`src/rtl/alu_issue_ctrl.sv`:
```
// alu_issue_ctrl
//   Issues one ALU command at a time to an external registered ALU. It waits
//   LAT+1 clock edges for the result, then returns the result with a
//   valid/ready handshake. Only one command is in flight at any time.
//
// Parameters
//   LAT        ALU result latency in clock edges after operands are driven (1..4)
//
// Optional feature (compile-time macro)
//   ALU_ISSUE_OPCHK_EN  illegal opcodes (outside 4'b0101..4'b1110) are not
//                       issued. They return at once with res_err=1 and
//                       res_data=8'h00.
//
// Ports
//   clk, rst                       clock, asynchronous active-high reset
//   cmd_valid/cmd_ready            command handshake (ready only in IDLE)
//   cmd_opcode/cmd_a/cmd_b         command payload
//   alu_opcode/alu_a/alu_b         operands held toward the ALU
//   alu_out                        registered ALU result
//   res_valid/res_ready            result handshake
//   res_data/res_opcode/res_err    returned result, its opcode, illegal-op flag
module alu_issue_ctrl #(
    parameter int LAT = 1
) (
    input  logic       clk,
    input  logic       rst,
    input  logic       cmd_valid,
    output logic       cmd_ready,
    input  logic [3:0] cmd_opcode,
    input  logic [7:0] cmd_a,
    input  logic [7:0] cmd_b,
    output logic [3:0] alu_opcode,
    output logic [7:0] alu_a,
    output logic [7:0] alu_b,
    input  logic [7:0] alu_out,
    output logic       res_valid,
    input  logic       res_ready,
    output logic [7:0] res_data,
    output logic [3:0] res_opcode,
    output logic       res_err
);

    typedef enum logic [1:0] {
        IDLE  = 2'd0,
        ISSUE = 2'd1,
        WAIT  = 2'd2,
        HOLD  = 2'd3
    } state_t;

    localparam logic [1:0] CNT_LOAD = 2'(LAT - 1);

    state_t     state_r, state_s;
    logic [1:0] cnt_r, cnt_s;
    logic       hs_s;
    logic       cmd_ready_s;
    logic [3:0] alu_opcode_s;
    logic [7:0] alu_a_s, alu_b_s;
    logic       res_valid_s;
    logic [7:0] res_data_s;
    logic [3:0] res_opcode_s;
    logic       res_err_s;

    // Opcodes the ALU actually implements.
    function automatic logic op_legal(input logic [3:0] op);
        return (op >= 4'b0101) && (op <= 4'b1110);
    endfunction

    // Next-state and next-output logic. Outputs hold by default.
    always_comb begin
        state_s      = state_r;
        cnt_s        = cnt_r;
        cmd_ready_s  = 1'b0;
        alu_opcode_s = alu_opcode;
        alu_a_s      = alu_a;
        alu_b_s      = alu_b;
        res_valid_s  = res_valid;
        res_data_s   = res_data;
        res_opcode_s = res_opcode;
        res_err_s    = res_err;
        hs_s         = cmd_valid && cmd_ready;

        case (state_r)
            IDLE: begin
                if (hs_s) begin
`ifdef ALU_ISSUE_OPCHK_EN
                    if (!op_legal(cmd_opcode)) begin
                        // Illegal opcode: the ALU operands are left untouched.
                        state_s      = HOLD;
                        res_valid_s  = 1'b1;
                        res_data_s   = 8'h00;
                        res_opcode_s = cmd_opcode;
                        res_err_s    = 1'b1;
                    end else begin
                        state_s      = ISSUE;
                        alu_opcode_s = cmd_opcode;
                        alu_a_s      = cmd_a;
                        alu_b_s      = cmd_b;
                    end
`else
                    state_s      = ISSUE;
                    alu_opcode_s = cmd_opcode;
                    alu_a_s      = cmd_a;
                    alu_b_s      = cmd_b;
`endif
                end else begin
                    // Becomes 1 on the first edge after reset release.
                    cmd_ready_s = 1'b1;
                end
            end
            ISSUE: begin
                cnt_s   = CNT_LOAD;
                state_s = WAIT;
            end
            WAIT: begin
                if (cnt_r == 2'd0) begin
                    state_s      = HOLD;
                    res_valid_s  = 1'b1;
                    res_data_s   = alu_out;
                    res_opcode_s = alu_opcode;
                    res_err_s    = 1'b0;
                end else begin
                    cnt_s = cnt_r - 2'd1;
                end
            end
            HOLD: begin
                if (res_valid && res_ready) begin
                    // cmd_ready was low on this edge, so no command can be
                    // accepted in the cycle the result is consumed.
                    state_s     = IDLE;
                    res_valid_s = 1'b0;
                    cmd_ready_s = 1'b1;
                end else begin
                    state_s = HOLD;
                end
            end
            default: begin
                state_s = IDLE;
            end
        endcase
    end

    // State and registered outputs. Reset clears everything immediately.
    always_ff @(posedge clk or posedge rst) begin
        if (rst) begin
            state_r    <= IDLE;
            cnt_r      <= 2'd0;
            cmd_ready  <= 1'b0;
            alu_opcode <= 4'b0000;
            alu_a      <= 8'h00;
            alu_b      <= 8'h00;
            res_valid  <= 1'b0;
            res_data   <= 8'h00;
            res_opcode <= 4'h0;
            res_err    <= 1'b0;
        end else begin
            state_r    <= state_s;
            cnt_r      <= cnt_s;
            cmd_ready  <= cmd_ready_s;
            alu_opcode <= alu_opcode_s;
            alu_a      <= alu_a_s;
            alu_b      <= alu_b_s;
            res_valid  <= res_valid_s;
            res_data   <= res_data_s;
            res_opcode <= res_opcode_s;
            res_err    <= res_err_s;
        end
    end

endmodule

```
`config.mk`:
```
export PLATFORM = sky130hd
export DESIGN_NAME = alu_issue_ctrl
export DESIGN_NICKNAME = d
export VERILOG_FILES = /design/src/rtl/alu_issue_ctrl.sv
export SDC_FILE = /design/constraint.sdc
export NUM_CORES = 1
export LEC_CHECK = 0
export CAP_MARGIN = 20
export CELL_PAD_IN_SITES_DETAIL_PLACEMENT = 1
export CELL_PAD_IN_SITES_GLOBAL_PLACEMENT = 1
export CORE_MARGIN = 1.5
export CORE_UTILIZATION = 36
export CTS_CLUSTER_DIAMETER = 50
export DETAILED_ROUTE_END_ITERATION = 10
export PLACE_DENSITY = 0.94
export SLEW_MARGIN = 20
export SYNTH_ARGS = -nofsm -noshare
export SYNTH_HDL_FRONTEND = slang
export SYNTH_SLANG_ARGS = --single-unit
```
`constraint.sdc`:
```
create_clock -name clk -period 4.4 [get_ports clk]
set_input_delay 0.88 -clock clk [delete_from_list [all_inputs] [get_ports clk]]
set_output_delay 0.88 -clock clk [all_outputs]
set_load 0.01 [all_outputs]
```
==> results.cfg, run 1 <==
[finish]
area_growth_pct = 47.14
diodes = 0
multi_input_area_um2 = 634.4
n_fill_cell = 445
final-seq-area_um2 = 950.9
fin_nets = 220
finalInstanceArea_um2 = 2414
drive_gt1_frac = 0.2389

[die]
design.die.area_um2 = 4970
die_h_um = 70.50
start_util = 0.3741
io_pins = 67
design.core.area_um2 = 4384
rows = 24
dieWidth_um = 70.50

[timing]
fmaxAchievable_mhz = 406.3
slew_viol_final = 0
hold_viol_final = 0
holdWs_ns = 0.5137
rsz0062_at_grt = false
fin_skew_ns = 0.01003
setup_viol = 0
max_slew_margin = 0.3494
period_minus_slack_ns = 2.461
worst_pin_slew_ns = 0.9731
tns_ns = 0
period_share = 0.5593

[hold_path]
hold_path_class = flip-flop to flip-flop
whs_endpoint = alu_b[1]
whs_path_depth = 1
min-delay-start = alu_b[1]

[power]
p_total_mw = 1.700
switching_share = 0.3224
vdd_drop_max_mv = 0.3171
p_per_area_nw_per_um2 = 704.4
p_int_mw = 1.152
seqPwrFrac = 0.375
power.leakage_nw = 1.090
p_comb_frac = 0.496
power_frac_clock = 0.130
switchingPower_mw = 0.5481

[routing]
drt_wl_total_um = 3958
route.detailed.drc = 0
via_count = 1116
wl_per_cell_um = 17.06
dr.pass1.iters = 3
drtIter0Drc = 42
via_per_inst = 4.810
ant_nets = 0

[yosys]
ys_warn_count = 0
synth.distinct_cells = 21
syn_nets = 151
ys_ff_latch = 38
syn_inst = 111
avgSynthCellArea_um2 = 14.78
syn_area_um2 = 1640
ys_seq_area_frac = 0.5797

[clock_network]
cts_tree = done
cts_resized = 0
clk_pin_slew_worst_paths_ns = 0.06
postCtsSetupBuffers = 0
insertion_delay_ns = 0.28
h-tree-depth = 2
clock_path_buffers = 2
cts-root-buf = clkbuf_8
cts.hold.buffers_added = 0
cts_sinks = 38
cts_buffers = 5

[setup_path]
arrival_ns = 2.62
critPathCaptureType = flip-flop
r2r_slack_ns = 2.25
start_kind = primary input
worstSetupPathType = primary input to flip-flop
reg2reg_depth = 4
r2r_end = alu_a[6]
critPathRequiredTime_ns = 4.56
r2r_start = state_r[0]
crit_path_max_fanout = 20

[grt]
grt_antenna_before_repair = 0
grt_pass1_wl_um = 6555
grt.overflow.total = 0
grt_max_degree = 26
first_global_vias = 1260
grt.total_usage = 0.1729

[place]
numPortBuffers = 65
gp_congestion = 0.7621
dpl_cell_area_um2 = 2335
dp_hpwl_um = 3168

[run_status]
status = finished, final reports clean

[flow_run]
maxCapViolations = 0
## cells in the mapped netlist
master,number,area share
a21bo_2,1,0.0061
mux2_2,22,0.15
o21ai_0,1,0.0030
mux2i_1,2,0.012
buf_6,1,0.0069
nand2_2,1,0.0038
o2bb2ai_1,1,0.0053
inv_1,7,0.016
or2b_1,1,0.0046
nand3_1,2,0.0061
mux2_4,10,0.092
buf_2,2,0.0061
conb_1,1,0.0023
nand2_1,3,0.0069
ha_1,8,0.061
dfrtp_1,38,0.58
buf_4,1,0.0046
and2_1,1,0.0038
a31oi_1,3,0.011
a21oi_1,4,0.012
nand2b_2,1,0.0053
## critical path, stage by stage
cell and delay [ns]:
clkdlybuf4s50_1 0.49, nand3_1 0.68, mux2_2 0.55
## registers in the layout, summed over array words and instances, names as in the netlist
signal and cells:
alu_a 8, alu_b 8, res_data 8, alu_opcode 4, res_opcode 4, cnt_r 2, state_r 2, cmd_ready 1
res_valid 1
## area by class of cell
type | instances | area share
clock buffers | 5 | 0.02851
flip-flops and latches | 38 | 0.3940
multi-input cells | 62 | 0.2628
clock inverters | 2 | 0.004147
repair buffers | 66 | 0.2727
well taps | 52 | 0.02696
inverters | 7 | 0.01089
## worst max-delay path by stage
stage,start,end,slack (ns),cells after the start
floorplan,rst,alu_a[0],2.66,1
global placement,cmd_valid,alu_opcode[0],1.71,3
detailed placement,cmd_valid,alu_a[4],1.59,3
CTS,cmd_valid,alu_b[7],1.88,3
global route,cmd_valid,alu_b[0],1.79,3
finish,cmd_valid,alu_a[6],1.94,3
## layer usage
metal	up-vias	GRT usage	wire length, um	share of wire
met5	-	0	0	0
li1	518	-	-	-
met4	0	0.04487	29	0.0073
met3	2	0.05195	159	0.040
met2	27	0.3176	2216	0.56
met1	569	0.1940	1551	0.39
## power groups by stage
| stage | Sequential, mW | Clock (mW) | Combinational, mW |
|---|---|---|---|
| 6_report | 0.637 | 0.220 | 0.842 |
| 5_1_grt | 0.664 | 0.249 | 0.902 |
| 4_1_cts | 0.639 | 0.227 | 0.862 |
| 3_5_place_dp | 0.647 | 0 | 0.857 |
| 3_3_place_gp | 0.625 | 0 | 0.806 |
| 2_1_floorplan | 0.697 | 0 | 0.361 |
## through the flow
step / cells / utilization / setup WS [ns]
after global placement: 225 / 0.5325 / 1.712
after global routing: 232 / 0.5505 / 1.790
final: 232 / 0.5505 / 1.939
after floorplan: 111 / - / 2.659
after detailed placement: 225 / 0.5325 / 1.587
after CTS: 232 / 0.5505 / 1.882
## cells in the final DEF (no fill, tap or decap)
cell              n
nand2_1           3
mux2_2           22
conb_1            1
inv_1             7
nand2_2           1
ha_1              8
or2b_1            1
o21ai_0           1
buf_4             1
clkinv_2          2
a21bo_2           1
clkdlybuf4s50_1  65
nand3_1           2
nand2b_2          1
mux2i_1           2
dfrtp_1          38
o2bb2ai_1         1
a31oi_1           3
a21oi_1           4
and2_1            1
mux2_4           10
clkbuf_8          5
## cell families (layout without fill, tap and decap cells)
family | Yosys count | count (layout) | synth area share
fa+ha+maj | 8 | 8 | 0.06102
flops | 38 | 38 | 0.5797
compound gates | 10 | 10 | 0.03814
other cells | 1 | 1 | 0.002286
simple gates | 9 | 9 | 0.03052
mux | 34 | 34 | 0.2548
buf+inv | 11 | 80 | 0.03357
(Power assumes the default switching activity.)
==> inputs of run 2 (changes only) <==
CORE_UTILIZATION = 33   (was 36)
PLACE_DENSITY = 0.88   (was 0.94)
clock period = 2.3 ns   (was 4.4 ns; I/O delays follow)
==> run 2 against run 1 <==
  * Largest cell class unchanged
  * Critical path type is now flip-flop to flip-flop
  * Register-to-register slack worse by 1.8 ns
  * Flip-flop and latch count stayed put
  * Die area is 8.7% higher
  * Core utilization is 3.5 points lower
  * Global-route usage is 0.48 points lower
  * Routed wire length is 6.4% higher
  * Clock skew is 0.0068 ns lower
  * Total power is 95% higher
  * Final area is 1.6% higher
==> results.cfg, run 2 (synthesis gave the netlist of run 1 again) <==
[power]
power.leakage_nw = 1.099
p_int_mw = 2.243
p_comb_frac = 0.489
p_per_area_nw_per_um2 = 1354
seqPwrFrac = 0.369
switching_share = 0.3244
switchingPower_mw = 1.077
p_total_mw = 3.320
power_frac_clock = 0.142
vdd_drop_max_mv = 0.3486

[routing]
wl_per_cell_um = 16.91
drt_wl_total_um = 4210
ant_nets = 0
wl_met2_um = 2154
route.detailed.drc = 0
via_per_inst = 4.566
drt-met1-wl_um = 1684
drtIter0Drc = 73
wl_met3_um = 298
via_count = 1137
top_layer = met4
dr.pass1.iters = 3

[hold_path]
whs_endpoint = alu_a[5]
min-delay-start = alu_a[5]
whs_path_depth = 1
hold_path_class = flip-flop to flip-flop

[timing]
layout_setup_ws_ns = 0.4836
setup_viol = 0
period_minus_slack_ns = 1.816
fin_skew_ns = 0.003259
rsz0062_at_grt = false
slew_viol_final = 0
period_share = 0.7898
fmaxAchievable_mhz = 550.5
hold_viol_final = 0
tns_ns = 0
holdWs_ns = 0.5089

[setup_path]
worstSetupPathType = flip-flop to flip-flop
critPathCaptureType = flip-flop
r2r_slack_ns = 0.48
critPathRequiredTime_ns = 2.47
r2r_end = alu_b[0]
reg2reg_depth = 5
r2r_start = state_r[0]
crit_path_max_fanout = 16
start_kind = flip-flop
arrival_ns = 1.99

[clock_network]
insertion_delay_ns = 0.29
postCtsSetupBuffers = 0
cts.hold.buffers_added = 0
cts_tree = done
cts_resized = 0
h-tree-depth = 2
cts_buffers = 5
clock_path_buffers = 2
cts-root-buf = clkbuf_8
clk_pin_slew_worst_paths_ns = 0.07
cts_sinks = 38

[grt]
grt.total_usage = 0.1681
first_global_vias = 1267
grt.overflow.total = 0
grt_antenna_before_repair = 0
grt_pass1_wl_um = 6699
grt_max_degree = 39

[place]
pre_cts_ws_ns = 0.3938
dpl_cell_area_um2 = 2361
gp_congestion = 0.7370
dp.cells = 241
numPortBuffers = 65
dp_hpwl_um = 3210

[finish]
multi_input_area_um2 = 634.4
final-seq-area_um2 = 950.9
n_fill_cell = 490
diodes = 0
final_core_util = 0.5158
drive_gt1_frac = 0.2418
area_growth_pct = 49.50
fin_nets = 221
stdcell_count = 249
final_common_cell = clkdlybuf4s50_1
finalInstanceArea_um2 = 2452
top_regs = alu_a x8, alu_b x8, res_data x8
final_cell_mix = clkdlybuf4s50_1, dfrtp_1, mux2_2

[die]
die_h_um = 73.51
dieWidth_um = 73.51
rows = 25
design.die.area_um2 = 5403
design.core.area_um2 = 4755
io_pins = 67
start_util = 0.3450

[flow_run]
maxCapViolations = 0

[run_status]
status = finished, final reports clean
[run 2: cell count changes in the layout (fill, tap and decap cells not counted), sizes merged]
cell	previous run	this run
buf	1	2
clkbuf	5	7
clkinv	2	1
[run 2: cell type report]
cell class                 count  area share
sequential                    38      0.3878
inverter                       7     0.01071
timing repair buffer          67      0.2714
clock inverter                 1    0.002041
tap                           67     0.03418
multi-input combinational     62      0.2587
clock buffer                   7     0.03520
[run 2: power by group through the flow]
stage	sequential (mW)	combinational [mW]	clock [mW]
finish	1.23	1.62	0.473
global route	1.27	1.74	0.518
CTS	1.23	1.65	0.484
detailed placement	1.24	1.63	0
global placement	1.20	1.55	0
floorplan	1.33	0.691	0
[run 2: worst max path at each step]
stage                     startpoint       end  slack [ns]  cells after the start
after detailed placement   cmd_valid  alu_a[6]        0.39                      4
after floorplan           state_r[0]  alu_a[0]        0.86                      5
after global placement     cmd_valid  alu_b[0]        0.48                      4
final                     state_r[0]  alu_b[0]        0.48                      5
after global routing      state_r[0]  alu_b[0]        0.30                      5
after CTS                 state_r[0]  alu_b[0]        0.47                      5
[run 2: per-layer routing]
| metal | up-vias | GRT usage |
|---|---|---|
| met1 | 565 | 0.1974 |
| met2 | 52 | 0.2913 |
| met3 | 8 | 0.04938 |
| met4 | 0 | 0.05761 |
| met5 | - | 0 |
| li1 | 512 | - |
[run 2: worst max-delay path: stages, from the launching register on]
cell     delay [ns]
dfrtp_1        0.46
inv_1          0.15
ha_1           0.24
nand3_1        0.19
buf_4          0.29
mux2_2         0.37
==> inputs of run 3 (changes only) <==
CORE_UTILIZATION = 30   (was 33)
PLACE_DENSITY = 0.85   (was 0.88)
clock period = 1.6 ns   (was 2.3 ns; I/O delays follow)
==> run 3 against run 2 <==
  * Clock power rose by 41%
  * Sequential power rose by 40%
  * Setup slack got worse by 0.42 ns
  * Flip-flop and latch count did not move
  * Final cell count rose by 4.0%
  * Register-to-register slack got worse by 0.35 ns
  * Largest power group unchanged
  * Highest routed layer unchanged
==> results.cfg, run 3 (synthesis gave the netlist of run 1 again) <==
[run_status]
status = finished, final reports clean

[timing]
setup_viol = 0
tns_ns = 0
rsz0062_at_grt = false
fmaxAchievable_mhz = 652.0
period_share = 0.9586
hold_viol_final = 0
fin_skew_ns = 0.006082
slew_viol_final = 0
period_minus_slack_ns = 1.534

[clock_network]
cts-root-buf = clkbuf_8
insertion_delay_ns = 0.29
postCtsSetupBuffers = 1
cts_sinks = 38
cts.hold.buffers_added = 0
cts_tree = done
clk_pin_slew_worst_paths_ns = 0.07
clock_path_buffers = 2
cts_buffers = 5
cts_resized = 0
h-tree-depth = 2

[grt]
grt_pass1_wl_um = 6520
use_met2 = 0.2389
grt_antenna_before_repair = 0
grt.overflow.total = 0
grt.total_usage = 0.1434
grtUsageMet1 = 0.1740
first_global_vias = 1216
met3_usage = 0.03810
grt.busiest_layer = met2
grt_max_degree = 39

[setup_path]
arrival_ns = 1.21
r2r_start = state_r[1]
critPathMaxStageDelay_ns = 0.55
worst-path-buf-inv = 1
critPathCaptureType = output port
start_kind = flip-flop
path_cells = clkdlybuf4s50_1
worstSetupPathType = flip-flop to output port
crit_slowest_cell = clkdlybuf4s50_1
cp_top_family = buffers and inverters
critPathRequiredTime_ns = 1.28
startpoint = res_data[5]
crit_path_max_fanout = 2

[routing]
ant_nets = 0
dr.pass1.iters = 2
route.detailed.drc = 0
via_count = 1158
drtIter0Drc = 54
via_per_inst = 4.471
wl_per_cell_um = 15.21
drt_wl_total_um = 3940

[power]
power_frac_clock = 0.138
vdd_drop_max_mv = 0.5574
switching_share = 0.3137
p_int_mw = 3.329
seqPwrFrac = 0.354
power.leakage_nw = 1.142
switchingPower_mw = 1.522
p_comb_frac = 0.508
p_per_area_nw_per_um2 = 1915

[place]
dp_hpwl_um = 3081
dp.cells = 250
numPortBuffers = 65
gp_congestion = 0.6757

[die]
design.die.area_um2 = 5921
rows = 26
design.core.area_um2 = 5205
die_h_um = 76.95
io_pins = 67
start_util = 0.3151
dieWidth_um = 76.95

[finish]
final_cell_mix = clkdlybuf4s50_1, dfrtp_1, mux2_2
diodes = 0
stdcell_count = 259
drive_gt1_frac = 0.2698
final_common_cell = clkdlybuf4s50_1
area_growth_pct = 54.46
top_regs = alu_a x8, alu_b x8, res_data x8
fin_nets = 228

[hold_path]
hold_path_class = primary input to asynchronous set/reset pin

[flow_run]
maxCapViolations = 0
-- run 3: worst paths after layout --
path                               endpoint  slack [ns]  depth (start not counted)
worst max register to register     alu_b[1]        0.13                          5
worst min register to register     alu_b[2]        0.51                          1
max in group asynchronous          alu_a[1]        1.01                          3
worst max-delay path            res_data[5]        0.07                          1
min in group clk                   alu_b[2]        0.51                          1
worst min-delay path            res_data[3]        0.39                          3
-- run 3: power by group through the flow --
stage	Combinational, mW	Sequential, mW	Clock (mW)
floorplan	0.993	1.92	0
global placement	2.38	1.70	0
detailed placement	2.47	1.75	0
CTS	2.51	1.73	0.693
global route	2.65	1.79	0.724
finish	2.46	1.72	0.669
-- run 3: metrics by stage --
step | worst slack, ns | hold WS, ns | cell area, um2 | total power [mW] | utilization
CTS | 0.03939 | 0.4007 | 2534 | 4.925 | 0.4868
global placement | 0.07711 | 0.4881 | 2435 | 4.082 | 0.4678
floorplan | 0.1589 | 0.4685 | 1640 | 2.909 | -
detailed placement | 0.03899 | 0.4931 | 2435 | 4.223 | 0.4678
finish | 0.06631 | 0.3939 | 2534 | 4.851 | 0.4868
global route | 0.02450 | 0.4252 | 2534 | 5.164 | 0.4868
-- run 3: final cells by class --
cell class                      count  area (um2)
Clock inverter                      1       5.005
Tap cell                           70       87.58
Clock buffer                        7       86.33
Timing Repair Buffer               74       743.2
Inverter                            7       26.28
Multi-Input combinational cell     62       634.4
Sequential cell                    38       950.9
Fill cell                         537        2671
-- run 3: per-layer routing --
metal | up-vias | routed length (um)
met3 | 6 | 221
met2 | 41 | 1972
met4 | 0 | 58
met1 | 575 | 1689
li1 | 536 | -
met5 | - | 0
